[src/rtl/ram_pkg.sv]
`default_nettype none
// ============================================================================
// Module   : ram_pkg
// Purpose  : Shared widths, FSM encoding and grant IDs for the RAM arbiter.
// Revision : 1.0 - initial release
// ============================================================================
package ram_pkg;

  localparam int AW = 6;
  localparam int DW = 8;

  typedef enum logic [2:0] {
    IDLE = 3'd0,
    CMD  = 3'd1,
    WAIT = 3'd2,
    ACK  = 3'd3,
    CLR  = 3'd4
  } state_t;

  localparam logic GNT_A = 1'b0;
  localparam logic GNT_B = 1'b1;

endpackage
`default_nettype wire

[src/rtl/rr_arb2.sv]
`default_nettype none
// ============================================================================
// Module   : rr_arb2
// Purpose  : Two-input round-robin picker (combinational). On a tie the
//            requester that was not granted last wins.
// Revision : 1.0 - initial release
// ============================================================================
module rr_arb2
  import ram_pkg::*;
(
  input  logic req_a,
  input  logic req_b,
  input  logic last,
  output logic gnt_valid,
  output logic gnt_id
);

  // Pick a single requester directly; on a tie, flip away from the last grant
  always_comb begin
    gnt_valid = req_a | req_b;
    gnt_id    = GNT_A;
    if (req_a && req_b) begin
      gnt_id = (last == GNT_A) ? GNT_B : GNT_A;
    end else if (req_b) begin
      gnt_id = GNT_B;
    end
  end

endmodule
`default_nettype wire

[src/rtl/ram_arbiter.sv]
`default_nettype none
// ============================================================================
// Module   : ram_arbiter
// Purpose  : Round-robin arbiter / sequencer sharing one 64x8 single-port
//            synchronous RAM between requesters A and B, with whole-memory
//            clear. Each transaction runs IDLE -> CMD -> WAIT -> ACK.
// Revision : 1.0 - initial release
// ============================================================================
module ram_arbiter #(
  parameter int AW = ram_pkg::AW,
  parameter int DW = ram_pkg::DW
) (
  input  logic          clk,
  input  logic          rst,
  input  logic          a_req,
  input  logic          a_we,
  input  logic [AW-1:0] a_addr,
  input  logic [DW-1:0] a_wdata,
  output logic          a_ack,
  output logic [DW-1:0] a_rdata,
  input  logic          b_req,
  input  logic          b_we,
  input  logic [AW-1:0] b_addr,
  input  logic [DW-1:0] b_wdata,
  output logic          b_ack,
  output logic [DW-1:0] b_rdata,
  input  logic          clr_req,
  output logic          clr_done,
  output logic          ram_rst,
  output logic          ram_we,
  output logic [AW-1:0] ram_addr,
  output logic [DW-1:0] ram_din,
  input  logic [DW-1:0] ram_dout
);

  import ram_pkg::*;

  state_t r_state;
  logic   r_last;   // requester granted most recently
  logic   r_who;    // requester owning the transaction in flight
  logic   r_we;     // latched direction of the transaction in flight
  logic   w_gnt_valid;
  logic   w_gnt_id;

  rr_arb2 u_rr_arb2 (
    .req_a     (a_req),
    .req_b     (b_req),
    .last      (r_last),
    .gnt_valid (w_gnt_valid),
    .gnt_id    (w_gnt_id)
  );

  // Sequencer: address and write data are latched straight into ram_addr /
  // ram_din on the IDLE->CMD edge and then held, so they double as the latched
  // request fields and keep the RAM read register stable through WAIT/ACK.
  always_ff @(posedge clk or posedge rst) begin
    if (rst) begin
      r_state  <= IDLE;
      r_last   <= GNT_B;
      r_who    <= GNT_A;
      r_we     <= 1'b0;
      a_ack    <= 1'b0;
      b_ack    <= 1'b0;
      a_rdata  <= '0;
      b_rdata  <= '0;
      clr_done <= 1'b0;
      ram_rst  <= 1'b0;
      ram_we   <= 1'b0;
      ram_addr <= '0;
      ram_din  <= '0;
    end else begin
      a_ack    <= 1'b0;
      b_ack    <= 1'b0;
      clr_done <= 1'b0;
      ram_rst  <= 1'b0;
      ram_we   <= 1'b0;
      case (r_state)
        IDLE: begin
          if (clr_req) begin
            ram_rst  <= 1'b1;
            clr_done <= 1'b1;
            r_state  <= CLR;
          end else if (w_gnt_valid) begin
            r_who    <= w_gnt_id;
            r_last   <= w_gnt_id;
            r_we     <= (w_gnt_id == GNT_B) ? b_we    : a_we;
            ram_we   <= (w_gnt_id == GNT_B) ? b_we    : a_we;
            ram_addr <= (w_gnt_id == GNT_B) ? b_addr  : a_addr;
            ram_din  <= (w_gnt_id == GNT_B) ? b_wdata : a_wdata;
            r_state  <= CMD;
          end
        end
        CMD: begin
          r_state <= WAIT;
        end
        WAIT: begin
          // RAM read register now holds the addressed word
          if (!r_we) begin
            if (r_who == GNT_B) b_rdata <= ram_dout;
            else                a_rdata <= ram_dout;
          end
          if (r_who == GNT_B) b_ack <= 1'b1;
          else                a_ack <= 1'b1;
          r_state <= ACK;
        end
        ACK: begin
          r_state <= IDLE;
        end
        CLR: begin
          r_state <= IDLE;
        end
        default: begin
          r_state <= IDLE;
        end
      endcase
    end
  end

endmodule
`default_nettype wire
[config.mk]
export PLATFORM = sky130hd
export DESIGN_NAME = ram_arbiter
export DESIGN_NICKNAME = d
export VERILOG_FILES = /design/src/rtl/ram_pkg.sv /design/src/rtl/rr_arb2.sv /design/src/rtl/ram_arbiter.sv
export SDC_FILE = /design/constraint.sdc
export NUM_CORES = 1
export LEC_CHECK = 0
export ABC_CLOCK_PERIOD_IN_PS = 1950
export CAP_MARGIN = 20
export CORE_ASPECT_RATIO = 0.8
export CORE_MARGIN = 2
export CORE_UTILIZATION = 41
export DETAILED_ROUTE_END_ITERATION = 10
export PLACE_DENSITY = 0.87
export REMOVE_ABC_BUFFERS = 1
export SLEW_MARGIN = 20
export SYNTH_ARGS = -nofsm -noshare
export SYNTH_HDL_FRONTEND = slang
export SYNTH_SLANG_ARGS = --single-unit
[constraint.sdc]
create_clock -name clk -period 1.95 [get_ports clk]
set_input_delay 0.39 -clock clk [delete_from_list [all_inputs] [get_ports clk]]
set_output_delay 0.39 -clock clk [all_outputs]
set_load 0.01 [all_outputs]
==> metrics.md, run 1 <==
| Metric | Value |
|---|---|
| FILL cells | 322 |
| Num rows | 21 |
| Crit Path Class | reg -> reg |
| Mapped Area | 1730 um2 |
| Min-delay worst type | in -> async |
| CTS clk-pin slew, worst paths | 0.08 ns |
| ANT cells | 0 |
| First-pass GRT wire length | 6.02 mm |
| GP Congestion | 0.700 |
| Die extent in y | 62.1 um |
| Final nets | 242 |
| Worst-Skew Late Latency | 0.29 ns |
| DR pass1 iterations | 4 |
| Area of the multi-input gates | 677 um2 |
| Yosys reg bits | 40 |
| Vias in the first global route | 1276 |
| Vias | 1207 |
| Grt total ovfl | 0 |
| RSZ-0062 raised after global routing | no |
| Starting density of the core | 0.419 |
| Post-route ant nets | 0 |
| Initial antenna violation count | 0 |
| VDD IR-drop max | 984 uV |
| Num CTS Buffers | 5 |
| Leak | 1.17 nW |
| Most common cell after layout, fill and taps aside | clkdlybuf4s50_1 |
| Slew headroom | 0.645 |
| Vias per cell | 4.70 |
| Average size of a mapped cell | 15.4 um2 |
| Cells after Synth | 112 |
| Type of destination of the critical path | register |
| Post-DP Area | 2630 um2 |
| Sequential area share after synthesis | 0.580 |
| Die Span X | 76.6 um |
| CP Max Fanout | 8 |
| CTS tree | built |
| Pwr Density | 1460 nW/um2 |
| Maxcap violations | 0 |
| Hold Buf Count CTS | 0 |
| DRC | 0 |
| Final wirelength | 3.96 mm |
| Outcome | finished clean |
| Syn. warnings | 0 |
| Die Area | 4760 um2 |
| H-tree Lvls | 2 |
| Tcrit/Tclk final | 0.961 |
| Routed len/inst | 15.4 um |
| Iter 0 DRT Violations | 34 |
| Final Skew | 0.00970 ns |
| PostCTS Resize Cnt | 0 |
| Tightest Pin Transition | 0.532 ns |
| Cell area after layout | 2750 um2 |
| Root Driver | clkbuf_8 |
| CP Launch Type | register |
| Worst endpoint required time | 2.12 ns |
| Port Buf Inserts | 77 |
| # IOs | 78 |
| Hpwl dp | 3.02 mm |
| Final Hold Fails | 0 |
| Clock tree sinks | 40 |
| Total core area | 4130 um2 |
| Fin. max-slew vios | 0 |
| Area grow syn2layout | 58.8% |
| Commonest non-fill, non-tap cells in the layout | 77 x clkdlybuf4s50_1, 39 x dfrtp_1, 38 x mux2_2 |
| Netlist cell types | 20 |
| CP arrival | 2.04 ns |
| Final min period | 1.87 ns |
| Clock Tree Buf Depth | 2 |
| Share of cells above drive strength 1 | 0.335 |
| Post-CTS setup buffers | 0 |
| Peak Freq | 534 MHz |
| Register Area | 1000 um2 |
| Setup violators final | 0 |
| Setup_tns | 0 ns |
| Largest net degree at the start of global routing | 41 |
| Total GRT Usage | 0.169 |
[cells by family after synthesis]
logic type | synth area share
flip-flops | 0.580
buffers and inverters | 0.0289
AND/OR/NAND/NOR | 0.0470
XOR/XNOR | 0.00507
multiplexers | 0.329
AO/OA/AOI/OAI | 0.0109
[flip-flops by register name, indices dropped and copies added, names as in the netlist, 3 cells and up]
signal    cells
a_rdata       8
b_rdata       8
r_state       3
ram_addr      6
ram_din       8
[final timing paths]
check                                       start                     end  slack (ns)  cells past startpoint
max                        r_state[2]$_DFFE_PP0P_  b_rdata[6]$_DFFE_PP0P_        0.08                      3
max reg2reg                r_state[2]$_DFFE_PP0P_  b_rdata[6]$_DFFE_PP0P_        0.08                      3
max in group asynchronous                     rst      r_last$_DFFE_PP1P_        1.24                      3
min in group clk           r_state[2]$_DFFE_PP0P_  r_state[1]$_DFFE_PP0P_        0.47                      1
min reg2reg                r_state[2]$_DFFE_PP0P_  r_state[1]$_DFFE_PP0P_        0.47                      1
min                                           rst  b_rdata[7]$_DFFE_PP0P_        0.45                      3
[cells in the mapped netlist (all sizes together)]
master  number  share of area
dfstp        1          0.015
inv          4         0.0087
or3b         1         0.0051
dfrtp       39           0.56
xnor2        1         0.0051
a21boi       1         0.0065
o31ai        1         0.0043
mux2i        2          0.012
nor2b        1         0.0036
clkbuf       1         0.0022
or3          2          0.010
buf          4          0.018
mux2        46           0.32
nor2         6          0.013
nor3         2          0.015
[layout make-up]
cell class                 count  area share
clock buffer                   5      0.0251
clock inverter                 3      0.0155
inverter                       4     0.00547
multi-input combinational     63       0.247
sequential                    40       0.365
tap                           57      0.0260
timing repair buffer          85       0.316
[power breakdown]
part | switching, mW | total [mW] | internal, mW | leakage, nW
Sequential | 0.248 | 1.49 | 1.24 | 0.481
Combinational | 0.641 | 1.85 | 1.21 | 0.636
Clock | 0.277 | 0.655 | 0.378 | 0.0541
Total | 1.17 | 4.00 | 2.83 | 1.17
[worst max-delay path, cell delays in order (launching register included)]
cell	delay, ns
dfrtp_1	0.40
or3b_1	0.40
or3_1	0.56
mux2_4	0.38
[per-layer routing]
layer  wire length, um  track usage  part of all wire
met2              2080        0.301              0.52
met4                61       0.0805             0.015
met5                 0            0                 0
met3               197       0.0607             0.050
met1              1620        0.188              0.41
[through the flow]
| step | total power [mW] | instances | hold WS (ns) | utilization | worst slack, ns |
|---|---|---|---|---|---|
| floorplan | 2.31 | 107 | 0.417 | - | 0.119 |
| global placement | 3.28 | 249 | 0.426 | 0.638 | -0.0293 |
| detailed placement | 3.36 | 249 | 0.454 | 0.638 | -0.0388 |
| CTS | 4.04 | 257 | 0.455 | 0.665 | 0.0798 |
| global route | 4.22 | 257 | 0.483 | 0.665 | 0.0205 |
| finish | 4.00 | 257 | 0.450 | 0.665 | 0.0764 |
No activity file was read; power rests on OpenSTA's default activity.
==> inputs of run 2 (changes only) <==
Settings changed: CORE_MARGIN 2 to unset, RECOVER_POWER set to 100, REMOVE_ABC_BUFFERS 1 to unset.
==> metrics.md, run 2 (synthesis gave the netlist of run 1 again) <==
| Metric | Value |
|---|---|
| Min-delay worst type | reg -> reg |
| Worst endpoint required time | 2.12 ns |
| Total core area | 3930 um2 |
| RR Startpoint | r_state[2]$_DFFE_PP0P_ |
| Num rows | 20 |
| CP top delay family | simple AND/OR/NAND/NOR gates |
| GP Congestion | 0.739 |
| Clock tree sinks | 40 |
| Met2 routed WL | 2.07 mm |
| Root Driver | clkbuf_8 |
| Total power | 3.78 mW |
| Buf/Inv on CP | 2 |
| Crit-path max cell delay | 0.41 ns |
| Tcrit/Tclk final | 0.929 |
| H-tree Lvls | 2 |
| Tightest Pin Transition | 0.952 ns |
| Type of destination of the critical path | register |
| VDD IR-drop max | 737 uV |
| Die Area | 4480 um2 |
| Outcome | finished clean |
| PostCTS Resize Cnt | 0 |
| Total GRT Usage | 0.199 |
| HP Start | r_state[2]$_DFFE_PP0P_ |
| ANT cells | 0 |
| Area of the multi-input gates | 642 um2 |
| Final wirelength | 3.86 mm |
| Die Span X | 74.6 um |
| Comb power frac | 0.424 |
| Crit Path Class | reg -> reg |
| Vias | 1200 |
| Port Buf Inserts | 77 |
| CP Max Fanout | 8 |
| Hold path cells | 1 |
| Hpwl dp | 2.98 mm |
| Final nets | 241 |
| P_int | 2.66 mW |
| Final min period | 1.81 ns |
| DRC | 0 |
| Mapped Nets | 155 |
| Maxcap violations | 0 |
| FILL cells | 307 |
| Biggest regs | a_rdata (8), b_rdata (8), ram_din (8) |
| Slew headroom | 0.365 |
| Num CTS Buffers | 5 |
| Iter 0 DRT Violations | 27 |
| Post-layout util | 0.686 |
| DR pass1 iterations | 2 |
| Post-route ant nets | 0 |
| Share of cells above drive strength 1 | 0.281 |
| Starting density of the core | 0.440 |
| Reg2reg setup slack | 0.14 ns |
| Hold Path End | r_state[1]$_DFFE_PP0P_ |
| Routed len/inst | 15.2 um |
| Die extent in y | 60.1 um |
| Clk pwr share | 0.191 |
| Vias per cell | 4.72 |
| Area grow syn2layout | 55.8% |
| Register Area | 1000 um2 |
| # IOs | 78 |
| Hold Buf Count CTS | 0 |
| Sequential Power Share | 0.385 |
| Worst-Skew Late Latency | 0.28 ns |
| CP Launch Type | register |
| CTS tree | built |
| First-pass GRT wire length | 6.36 mm |
| Clock Tree Buf Depth | 2 |
| Reg-to-reg endpoint | a_rdata[5]$_DFFE_PP0P_ |
| Final Hold Fails | 0 |
| NetSw | 1.12 mW |
| Post-CTS setup buffers | 0 |
| Largest net degree at the start of global routing | 41 |
| Initial antenna violation count | 0 |
| Final Skew | 0.00574 ns |
| Worst-path cell chain | or3b_1, clkbuf_1, nor3_2, clkbuf_2, mux2_2 |
| Grt total ovfl | 0 |
| Setup violators final | 0 |
| CP arrival | 1.98 ns |
| Vias in the first global route | 1334 |
| Max layer used | met4 |
| Most common cell after layout, fill and taps aside | clkdlybuf4s50_1 |
| Met1 Routed Length | 1.56 mm |
| Fin. max-slew vios | 0 |
| Pwr Density | 1400 nW/um2 |
| R2r worst-path depth | 5 |
| Sw Ratio | 0.295 |
| CTS clk-pin slew, worst paths | 0.07 ns |
| Peak Freq | 552 MHz |
| CP max stage cell | or3b_1 |
| Commonest non-fill, non-tap cells in the layout | 41 x clkdlybuf4s50_1, 39 x dfrtp_1, 38 x mux2_2 |
| Leak | 1.15 nW |
| RSZ-0062 raised after global routing | no |
| Metal3 WL | 185 um |
-- run 2: cell type report --
type,count,share of cell area
clock buffers,7,0.0358
clock inverters,1,0.0111
multi-input cells,63,0.238
well taps,55,0.0255
flip-flops and latches,40,0.372
repair buffers,84,0.312
inverters,4,0.00557
-- run 2: per-stage QoR --
stage | hold WS [ns] | cell area, um2 | instances | setup WS [ns] | TNS, ns
after floorplan | 0.417 | 1730 | 112 | 0.152 | 0
after global placement | 0.433 | 2610 | 246 | -0.0104 | -0.0376
after detailed placement | 0.453 | 2610 | 246 | -0.0828 | -0.844
after CTS | 0.471 | 2740 | 254 | 0.0805 | 0
after global routing | 0.475 | 2690 | 254 | 0.0768 | 0
final | 0.468 | 2690 | 254 | 0.138 | 0
-- run 2: how the worst max path moves through the flow --
stage                      startpoint                       to  slack, ns  cells past startpoint
4_1_cts        r_state[2]$_DFFE_PP0P_   b_rdata[7]$_DFFE_PP0P_       0.08                      3
2_1_floorplan  r_state[2]$_DFFE_PP0P_        r_who$_DFFE_PP0P_       0.15                      4
6_report       r_state[2]$_DFFE_PP0P_   a_rdata[5]$_DFFE_PP0P_       0.14                      5
5_1_grt        r_state[2]$_DFFE_PP0P_   a_rdata[7]$_DFFE_PP0P_       0.08                      5
3_3_place_gp                    b_req   ram_din[5]$_DFFE_PP0P_      -0.01                      5
3_5_place_dp                    b_req  ram_addr[4]$_DFFE_PP0P_      -0.08                      5
-- run 2: routing by layer --
metal,global-route usage,up-vias
met5,0,-
met4,0.0836,0
met3,0.0506,6
met2,0.353,46
met1,0.228,588
li1,-,560
-- run 2: power by group through the flow --
stage	logic (mW)	registers [mW]	clock network (mW)
6_report	1.60	1.45	0.721
5_1_grt	1.71	1.51	0.773
4_1_cts	1.86	1.49	0.738
3_5_place_dp	1.85	1.49	0
3_3_place_gp	1.79	1.46	0
2_1_floorplan	0.726	1.62	0
